File: src/rtl/color_bank_pkg.sv
// Shared definitions for the colour register bank controller: default geometry
// and the sequencer state encoding.
package color_bank_pkg;

  localparam int AW_DEF = 4;
  localparam int DW_DEF = 3;

  typedef enum logic [2:0] {
    ST_IDLE     = 3'd0,
    ST_WAIT_BLK = 3'd1,
    ST_RD_MOD   = 3'd2,
    ST_WR       = 3'd3,
    ST_FILL     = 3'd4
  } state_e;

endpackage

File: src/rtl/color_bank_ctrl_press_queue.sv
// Small FIFO of pending keypad cell indices; a push into a full queue is
// accepted only when a pop happens in the same cycle.
module press_queue #(
  parameter int AW     = 4,
  parameter int QDEPTH = 2
) (
  input  logic          clk,
  input  logic          rst,
  input  logic          push_i,
  input  logic          pop_i,
  input  logic [AW-1:0] din_i,
  output logic [AW-1:0] head_o,
  output logic          full_o,
  output logic          empty_o
);

  localparam int PW = (QDEPTH > 1) ? $clog2(QDEPTH) : 1;
  localparam int CW = PW + 1;

  logic [AW-1:0] mem_q [QDEPTH];
  logic [PW-1:0] wr_ptr_q;
  logic [PW-1:0] rd_ptr_q;
  logic [CW-1:0] cnt_q;
  logic          do_push;
  logic          do_pop;

  assign empty_o = (cnt_q == '0);
  assign full_o  = (cnt_q == CW'(QDEPTH));
  assign do_pop  = pop_i & ~empty_o;
  assign do_push = push_i & (~full_o | do_pop);
  assign head_o  = mem_q[rd_ptr_q];

  // Pointers wrap naturally because QDEPTH is a power of two.
  always_ff @(posedge clk) begin
    if (!rst) begin
      wr_ptr_q <= '0;
      rd_ptr_q <= '0;
      cnt_q    <= '0;
    end else begin
      if (do_push) wr_ptr_q <= wr_ptr_q + PW'(1);
      if (do_pop)  rd_ptr_q <= rd_ptr_q + PW'(1);
      cnt_q <= cnt_q + CW'(do_push) - CW'(do_pop);
    end
  end

  always_ff @(posedge clk) begin
    if (do_push) mem_q[wr_ptr_q] <= din_i;
  end

endmodule

File: src/rtl/color_bank_ctrl.sv
// Sequencer for the shared 16x3 colour bank: keypad read-modify-write cycling,
// full-bank fill, and arbitration of the single read port against VGA scan.
module color_bank_ctrl
  import color_bank_pkg::*;
#(
  parameter int AW     = AW_DEF,
  parameter int DW     = DW_DEF,
  parameter int QDEPTH = 2
) (
  input  logic          clk,
  input  logic          rst,
  input  logic [AW-1:0] key_pos,
  input  logic          key_opr,
  input  logic          clr_req,
  input  logic [DW-1:0] fill_color,
  input  logic [AW-1:0] vga_addr,
  input  logic          vga_blank,
  input  logic [DW-1:0] bank_rdata,
  output logic [AW-1:0] bank_addrR,
  output logic [AW-1:0] bank_addrW,
  output logic [DW-1:0] bank_wdata,
  output logic          bank_we,
  output logic          busy,
  output logic          drop
);

  function automatic logic [DW-1:0] col_inc(input logic [DW-1:0] c);
    return c + DW'(1);
  endfunction

  state_e        state_q, state_d;
  logic [AW-1:0] cnt_q, cnt_d;
  logic [DW-1:0] cap_q, cap_d;
  logic [DW-1:0] fcol_q, fcol_d;
  logic [DW-1:0] fact_q, fact_d;
  logic          fpend_q, fpend_d;
  logic          key_opr_q;

  logic          press;
  logic          q_pop;
  logic          q_push;
  logic          q_full;
  logic          q_empty;
  logic [AW-1:0] q_head;

  assign press  = rst & key_opr & ~key_opr_q;
  assign q_pop  = rst & (state_q == ST_WR);
  assign q_push = press & (~q_full | q_pop);
  assign drop   = press & q_full & ~q_pop;

  press_queue #(
    .AW     (AW),
    .QDEPTH (QDEPTH)
  ) u_queue (
    .clk     (clk),
    .rst     (rst),
    .push_i  (q_push),
    .pop_i   (q_pop),
    .din_i   (key_pos),
    .head_o  (q_head),
    .full_o  (q_full),
    .empty_o (q_empty)
  );

  always_comb begin
    state_d = state_q;
    cnt_d   = cnt_q;
    cap_d   = cap_q;
    fact_d  = fact_q;
    fpend_d = fpend_q;
    fcol_d  = fcol_q;
    case (state_q)
      ST_IDLE: begin
        if (fpend_q) begin
          state_d = ST_FILL;
          cnt_d   = '0;
          fact_d  = fcol_q;
          fpend_d = 1'b0;
        end else if (!q_empty) begin
          state_d = ST_WAIT_BLK;
        end
      end
      ST_WAIT_BLK: begin
        if (vga_blank) state_d = ST_RD_MOD;
      end
      ST_RD_MOD: begin
        // Losing blanking mid-read means the data may belong to the scanner.
        if (vga_blank) begin
          cap_d   = col_inc(bank_rdata);
          state_d = ST_WR;
        end else begin
          state_d = ST_WAIT_BLK;
        end
      end
      ST_WR: state_d = ST_IDLE;
      ST_FILL: begin
        cnt_d = cnt_q + AW'(1);
        if (cnt_q == {AW{1'b1}}) state_d = ST_IDLE;
      end
      default: state_d = ST_IDLE;
    endcase
    // A fill request is remembered in any state, including a running fill.
    if (clr_req) begin
      fpend_d = 1'b1;
      fcol_d  = fill_color;
    end
  end

  always_ff @(posedge clk) begin
    if (!rst) begin
      state_q   <= ST_IDLE;
      cnt_q     <= '0;
      cap_q     <= '0;
      fcol_q    <= '0;
      fact_q    <= '0;
      fpend_q   <= 1'b0;
      key_opr_q <= 1'b0;
    end else begin
      state_q   <= state_d;
      cnt_q     <= cnt_d;
      cap_q     <= cap_d;
      fcol_q    <= fcol_d;
      fact_q    <= fact_d;
      fpend_q   <= fpend_d;
      key_opr_q <= key_opr;
    end
  end

  assign bank_addrR = (state_q == ST_RD_MOD) ? q_head : vga_addr;

  // Writes are gated by rst so an abandoned operation cannot land in the reset cycle.
  always_comb begin
    bank_we    = 1'b0;
    bank_addrW = '0;
    bank_wdata = '0;
    if (rst) begin
      if (state_q == ST_WR) begin
        bank_we    = 1'b1;
        bank_addrW = q_head;
        bank_wdata = cap_q;
      end else if (state_q == ST_FILL) begin
        bank_we    = 1'b1;
        bank_addrW = cnt_q;
        bank_wdata = fact_q;
      end
    end
  end

  assign busy = rst & ((state_q != ST_IDLE) | ~q_empty);

endmodule

File: config.mk
export PLATFORM = sky130hd
export DESIGN_NAME = color_bank_ctrl
export DESIGN_NICKNAME = d
export VERILOG_FILES = /design/src/rtl/color_bank_pkg.sv /design/src/rtl/color_bank_ctrl_press_queue.sv /design/src/rtl/color_bank_ctrl.sv
export SDC_FILE = /design/constraint.sdc
export NUM_CORES = 1
export LEC_CHECK = 0
export CORE_MARGIN = 4
export CORE_UTILIZATION = 49
export CTS_CLUSTER_SIZE = 28
export DETAILED_ROUTE_END_ITERATION = 7
export PLACE_DENSITY = 0.78
export RECOVER_POWER = 100
export SLEW_MARGIN = 20
export SYNTH_ARGS = -nofsm -noshare
export SYNTH_HDL_FRONTEND = slang
export SYNTH_HIERARCHICAL = 1
export SYNTH_SLANG_ARGS = --single-unit
File: constraint.sdc
create_clock -name clk -period 2.07 [get_ports clk]
set_input_delay 0.3105 -clock clk [delete_from_list [all_inputs] [get_ports clk]]
set_output_delay 0.3105 -clock clk [all_outputs]
set_load 0.03 [all_outputs]
Word level (Yosys, flattened, before mapping). Memory sizes are Yosys's and may differ from the RTL's. A register that Yosys moved wholly into a read port is not among the register bits. Cells that the tools add are included.

Register bits after elaboration: 22. RAM bits: 8. Input port bits: 19. Word-level logic and storage cells: 76. Memories: 1.

Memory list: u_queue.mem_q (words 2, bits a word 4, rd ports 1, clocked after Yosys merged registers in 1, wr ports 1, line color_bank_ctrl_press_queue.sv:20) `logic [AW-1:0] mem_q [QDEPTH];`.

Add/subtract/negate cells: 6. Equal/unequal tests: 10. Multiplexer cells: 24. Bitwise logic cells: 16. Reduce and logical (&&, ||, !) cells: 9.

Operators by type and width (count): 3-bit two-way mux (7); 4-bit two-way mux (5); 3-bit one-hot mux with 4 select lines (1); 1-bit bitwise AND (9); 1-bit two-way mux (9); 4-bit one-hot mux with 2 select lines (1); 3-bit by 2-bit equality test with 1-bit output (second input constant) (2); 2-bit != test (second input constant) (3); 2-bit AND reduction (3); 4-bit by 1-bit adder with 4-bit output (second input constant) (1); 4-bit equality test (second input constant) (1); 1-bit inverter (4); 2-bit nonzero test (2); 3-bit by 1-bit adder with 3-bit output (second input constant) (1); 3-bit by 1-bit equality test with 1-bit output (second input constant) (1); 3-bit equality test (second input constant) (1); 3-bit zero test (1); 3-bit != test (second input constant) (1); 1-bit bitwise OR (3); 3-bit AND reduction (1); 3-bit nonzero test (1); 1-bit adder (second input constant) (2); 2-bit by 1-bit adder with 2-bit output (1); 2-bit equality test (second input constant) (1); other kinds (3) (3).

Logic depth before layout (Yosys ltp). Gate-level depths: netlist of run 1.

Word-level depth: 7. Mapped depth: 9. Depth with buffers taken out: 9.

Cells and area by module. Netlist of run 1, hierarchy kept.

By module, submodules not included: color_bank_ctrl (instances 1, cells an instance 96, area an instance 937.1 um^2); press_queue (instances 1, cells an instance 42, area an instance 541.8 um^2).

Worst setup path after synthesis of run 1. Ideal clock, no wire load.

Path kind: reg2out. Start: register state_q[2]. End: output drop. Arrival: 1.966 ns. Required time: 1.760 ns. Setup slack: -0.207 ns. Cell stages (with the launch flop): 5. Path buffers: 0. Path through: dfxtp_1 -> nor2b_1 -> nand3_1 -> clkinv_1 -> nor4b_1.

Cells in the longest elaborated chain, start to end: 4.

RTL lines: from (decl) (line color_bank_ctrl.sv:31) `state_e state_q, state_d;`; from (signal assigned) (line color_bank_ctrl.sv:119) `state_q <= state_d;`; 3-bit by 2-bit equality test with 1-bit output (line color_bank_ctrl.sv:47) `assign q_pop = rst & (state_q == ST_WR);`; 1-bit bitwise AND (line color_bank_ctrl.sv:47); via q_pop (line color_bank_ctrl.sv:40) `logic q_pop;`; 1-bit inverter (line color_bank_ctrl.sv:49) `assign drop = press & q_full & ~q_pop;`; 1-bit bitwise AND (line color_bank_ctrl.sv:49); to (decl) (line color_bank_ctrl.sv:24) `output logic drop`.

The timed path passes the listed nets, and every way through them passes these cells.

Worst setup path in the final report of run 1.
Start: register state_q[2]. End: output bank_addrW[0].

Cells in the longest elaborated chain, start to end: 4.

RTL lines: 3-bit equality test (line color_bank_ctrl.sv:141) `end else if (state_q == ST_FILL) begin`; 4-bit two-way mux (line color_bank_ctrl.sv:141); 4-bit two-way mux * (line color_bank_ctrl.sv:137) `if (state_q == ST_WR) begin`; 4-bit two-way mux * (line color_bank_ctrl.sv:136) `if (rst) begin`; to (decl) (line color_bank_ctrl.sv:20) `output logic [AW-1:0] bank_addrW,`.

Every way passes the cells marked *; elsewhere a longest branch is shown, timed or not.

==> results of run 1 <==
==> report_power, final <==
part           switching (mW)  internal [mW]
sequential             0.0187          0.647
clock                   0.205          0.248
combinational           0.111          0.110
total                   0.335           1.00
==> cell type report <==
type | instances | area [um2] | share of cell area, %
Sequential cell | 31 | 703 | 34.6
Clock buffer | 5 | 37.5 | 1.85
Tap cell | 31 | 38.8 | 1.91
Timing Repair Buffer | 53 | 424 | 20.9
Clock inverter | 3 | 38.8 | 1.91
Inverter | 4 | 20.0 | 0.986
Multi-Input combinational cell | 98 | 767 | 37.8
==> final timing paths <==
check	to	slack, ns	cells past startpoint
worst max-delay path	bank_addrW[0]	0.07	6
worst min-delay path	fact_q[1]$_SDFFE_PN0P_	0.47	2
worst max register to register	u_queue/mem_q[0][1]$_DFFE_PP_	0.15	10
worst min register to register	fact_q[1]$_SDFFE_PN0P_	0.47	2
==> cells by family after synthesis <==
family,Yosys count
flip-flops,31
multiplexers,15
buffers and inverters,9
XOR/XNOR,4
adder cells (fa/ha/maj),3
AND/OR/NAND/NOR,50
AO/OA/AOI/OAI,26
==> metal layers <==
layer / track usage (%) / wire, um / up-vias
met5: 0 / 0 / -
met4: 7.44 / 70 / 0
met3: 6.83 / 194 / 7
met2: 34.8 / 1730 / 38
met1: 20.3 / 1440 / 593
li1: - / - / 613
==> metrics by stage <==
step                power (mW)  TNS (ns)
finish                    1.34         0
global route              1.41         0
CTS                       1.36  -0.00407
detailed placement       0.906     -1.18
global placement         0.896   -0.0484
floorplan                0.793         0
==> synthesized netlist by cell type <==
master / instances
and2_1: 3
a21oi_1: 3
nor4b_1: 1
mux2i_1: 7
nor3b_1: 1
xor2_1: 2
a21boi_0: 4
buf_4: 1
nor2_1: 4
buf_2: 2
and4bb_2: 2
o21ai_0: 3
o211a_1: 2
o311a_1: 1
nand2b_1: 5
o21ai_2: 1
nor4b_2: 1
ha_1: 3
or4b_1: 1
a31o_2: 1
nor3b_4: 1
and3_1: 2
nand4_1: 1
nor3_1: 1
edfxtp_1: 8
and2_0: 1
a22o_1: 7
o31ai_1: 1
o21ai_1: 1
nor2b_1: 8
mux2_2: 8
and4b_1: 1
clkinv_1: 1
xnor2_1: 2
inv_1: 3
nand2_1: 13
a211oi_1: 1
dfxtp_1: 23
clkbuf_1: 2
o21a_1: 1
nand3_1: 4
==> timing repair <==
action | CTS | global route
hold buffers | 0 | 0
endpoints found under the setup margin | 12 | 12
pin swaps | 0 | 2
gates cloned | 0 | 0
buffers inserted | 0 | 1
resized for setup | 14 | 13
==> state kept, by name, indices dropped and copies added, names as in the netlist, named ones only <==
register          count
cap_q                 3
u_queue/cnt_q         2
u_queue/wr_ptr_q      1
u_queue/rd_ptr_q      1
key_opr_q             1
fpend_q               1
state_q               3
cnt_q                 4
fact_q                3
fcol_q                3
u_queue/mem_q         8
==> worst reg2reg max path: stages, from the launching register on <==
cell	delay [ns]
dfxtp_2	0.35
buf_4	0.16
nor2b_4	0.12
nand3_2	0.10
buf_6	0.14
inv_6	0.07
buf_6	0.12
clkbuf_4	0.13
o21ai_0	0.15
nor2_1	0.14
clkbuf_2	0.17
==> metrics.md, run 1 <==
| Metric | Value |
|---|---|
| Global-route wire length before repair | `between 5000 and 6000 um` |
| Mapped Avg Cell Area | `around 11 um2` |
| Non-filler cells, final | `approximately 230` |
| Vias in the first global route | `approximately 1,300` |
| Multiplexer share of the synthesized area | `roughly 11%` |
| Post-route design area | `2030 um2` |
| Share of layout cells above drive strength 1 | `29.4%` |
| CTS tree | `yes` |
| Most used cell, CP | `buf_4` |
| Diodes inserted | `0` |
| Largest net degree at the start of global routing | `19` |
| CP max-delay cell | `dfxtp_2` |
| Port bufs | `32` |
| Die area | `3960 um2` |
| Final Core Density | `71.7%` |
| DRT Pass-1 Iters | `4` |
| Via count | `between 1,000 and 1,500` |
| Fin. Hold Viols | `0` |
| Setup Skew | `about 0.0097 ns` |
| # setup viols final | `0` |
| Distinct cells, synth | `41` |
| Crit path launch type | `flop` |
| GRT Overall Usage | `19.3%` |
| Placeable Area | `2830 um2` |
| Clock latency on the worst-skew pair | `~0.33 ns` |
| DR DRC count | `0` |
| CP delay by family, top | `buffers and inverters` |
| Routed WL per cell | `15.3 um` |
| Post-Synth Simple-Gate Area | `20.9%` |
| Crit Reg-Reg Startpoint | `state_q[2]$_SDFFE_PN0P_` |
| Status | `finished clean` |
| CP Launch Point | `state_q[2]$_SDFFE_PN0P_` |
| Most frequent cells in the layout | `21 x dfxtp_1, 21 x buf_4, 13 x nand2_1, 13 x clkdlybuf4s50_1` |
| Minimum clock period after layout | `2.00 ns` |
| Worst rel slew slack | `57.1%` |
| Power per cell area | `660 nW/um2` |
| CTS Buf Count | `5` |
| Total of max-cap violations | `0` |
| Gpl congestion | `0.820` |
| Setup ws final | `0.0663 ns` |
| Clock Tree Root | `clkbuf_4` |
| Area share of fa/ha/maj cells after synthesis | `2.54%` |
| Dpl ws | `-0.158 ns` |
| Site Rows | `19` |
| Initial antenna violation count | `0` |
| Peak Freq | `499 MHz` |
| Synth Register Bits | `31` |
| Arr. time, crit path | `1.69 ns` |
| Sequential area share after synthesis | `47.4%` |
| Post-synthesis xor/xnor area fraction | `around 2.4%` |
| Post-Route WL | `~3400 um` |
| Final Cycle Share | `a little over nine tenths` |
| Unrepaired setup endpoints after global routing | `false` |
| Crit path required time | `1.76 ns` |
| CP max FO | `6` |
| Hold Crit Start | `fcol_q[1]$_SDFFE_PN0P_` |
| Pleak | `0.894 nW` |
| Gr ovfl total | `0` |
| # placed instances | `216` |
| Complex-gate fraction of the synthesized area | `13.3%` |
| Hold Crit Class | `reg -> reg` |
| Antenna Violating Nets Remaining | `0` |
| Final-layout fill cell count | `221` |
| Pins Over Slew Limit | `0` |
| Die X | `62.9 um` |
| Area Growth Syn to Fin | `37.2%` |
| Max stage delay on crit path | `roughly 0.35 ns` |
| Synth top area share | `31.1%` |
| Final Net Count | `215` |
| Area leader, netlist | `dfxtp_1` |
| Hold WS | `0.466 ns` |
| Die Ht | `about 63 um` |
| Worst Tran Pin Value | `0.644 ns` |
| CP Class | `reg -> out` |
| H-tree depth | `2` |
| Detail Placement HPWL | `approximately 2600 um` |
| Worst VDD drop | `730 uV` |
| Largest family of logic cells by synthesized area | `simple AND/OR/NAND/NOR gates` |
| CP cell instances | `buf_4 > nor3b_4 > and2_1 > buf_2 > a22o_1 > buf_4` |
| Sink Count | `31` |
| Placed cell areas | `1940 um2` |
| Yosys Warn Count | `6` |
| Syn nets | `160` |
| Post-Syn Area | `approximately 1500 um2` |
| Clock transition at path regs | `0.10 ns` |
| Worst Path Buf+Inv | `3` |
| IO Count | `33` |
| Syn Inst Count | `138` |
| Worst Setup End Kind | `output port` |
| Largest cells by area after synthesis | `dfxtp_1 31%, edfxtp_1 16%, mux2_2 6.1%` |
| Initial Util | `52.3%` |
| CTS Buffer Depth | `2` |
| Iter 0 DRT Violations | `24` |
| Via density | `~5.6` |
(Power assumes the default switching activity.)
==> inputs of run 2 (changes only) <==
- CTS_CLUSTER_DIAMETER: not set -> 200
==> results of run 2 <==
Final layout, timing and power as in run 1 (identical DEF).
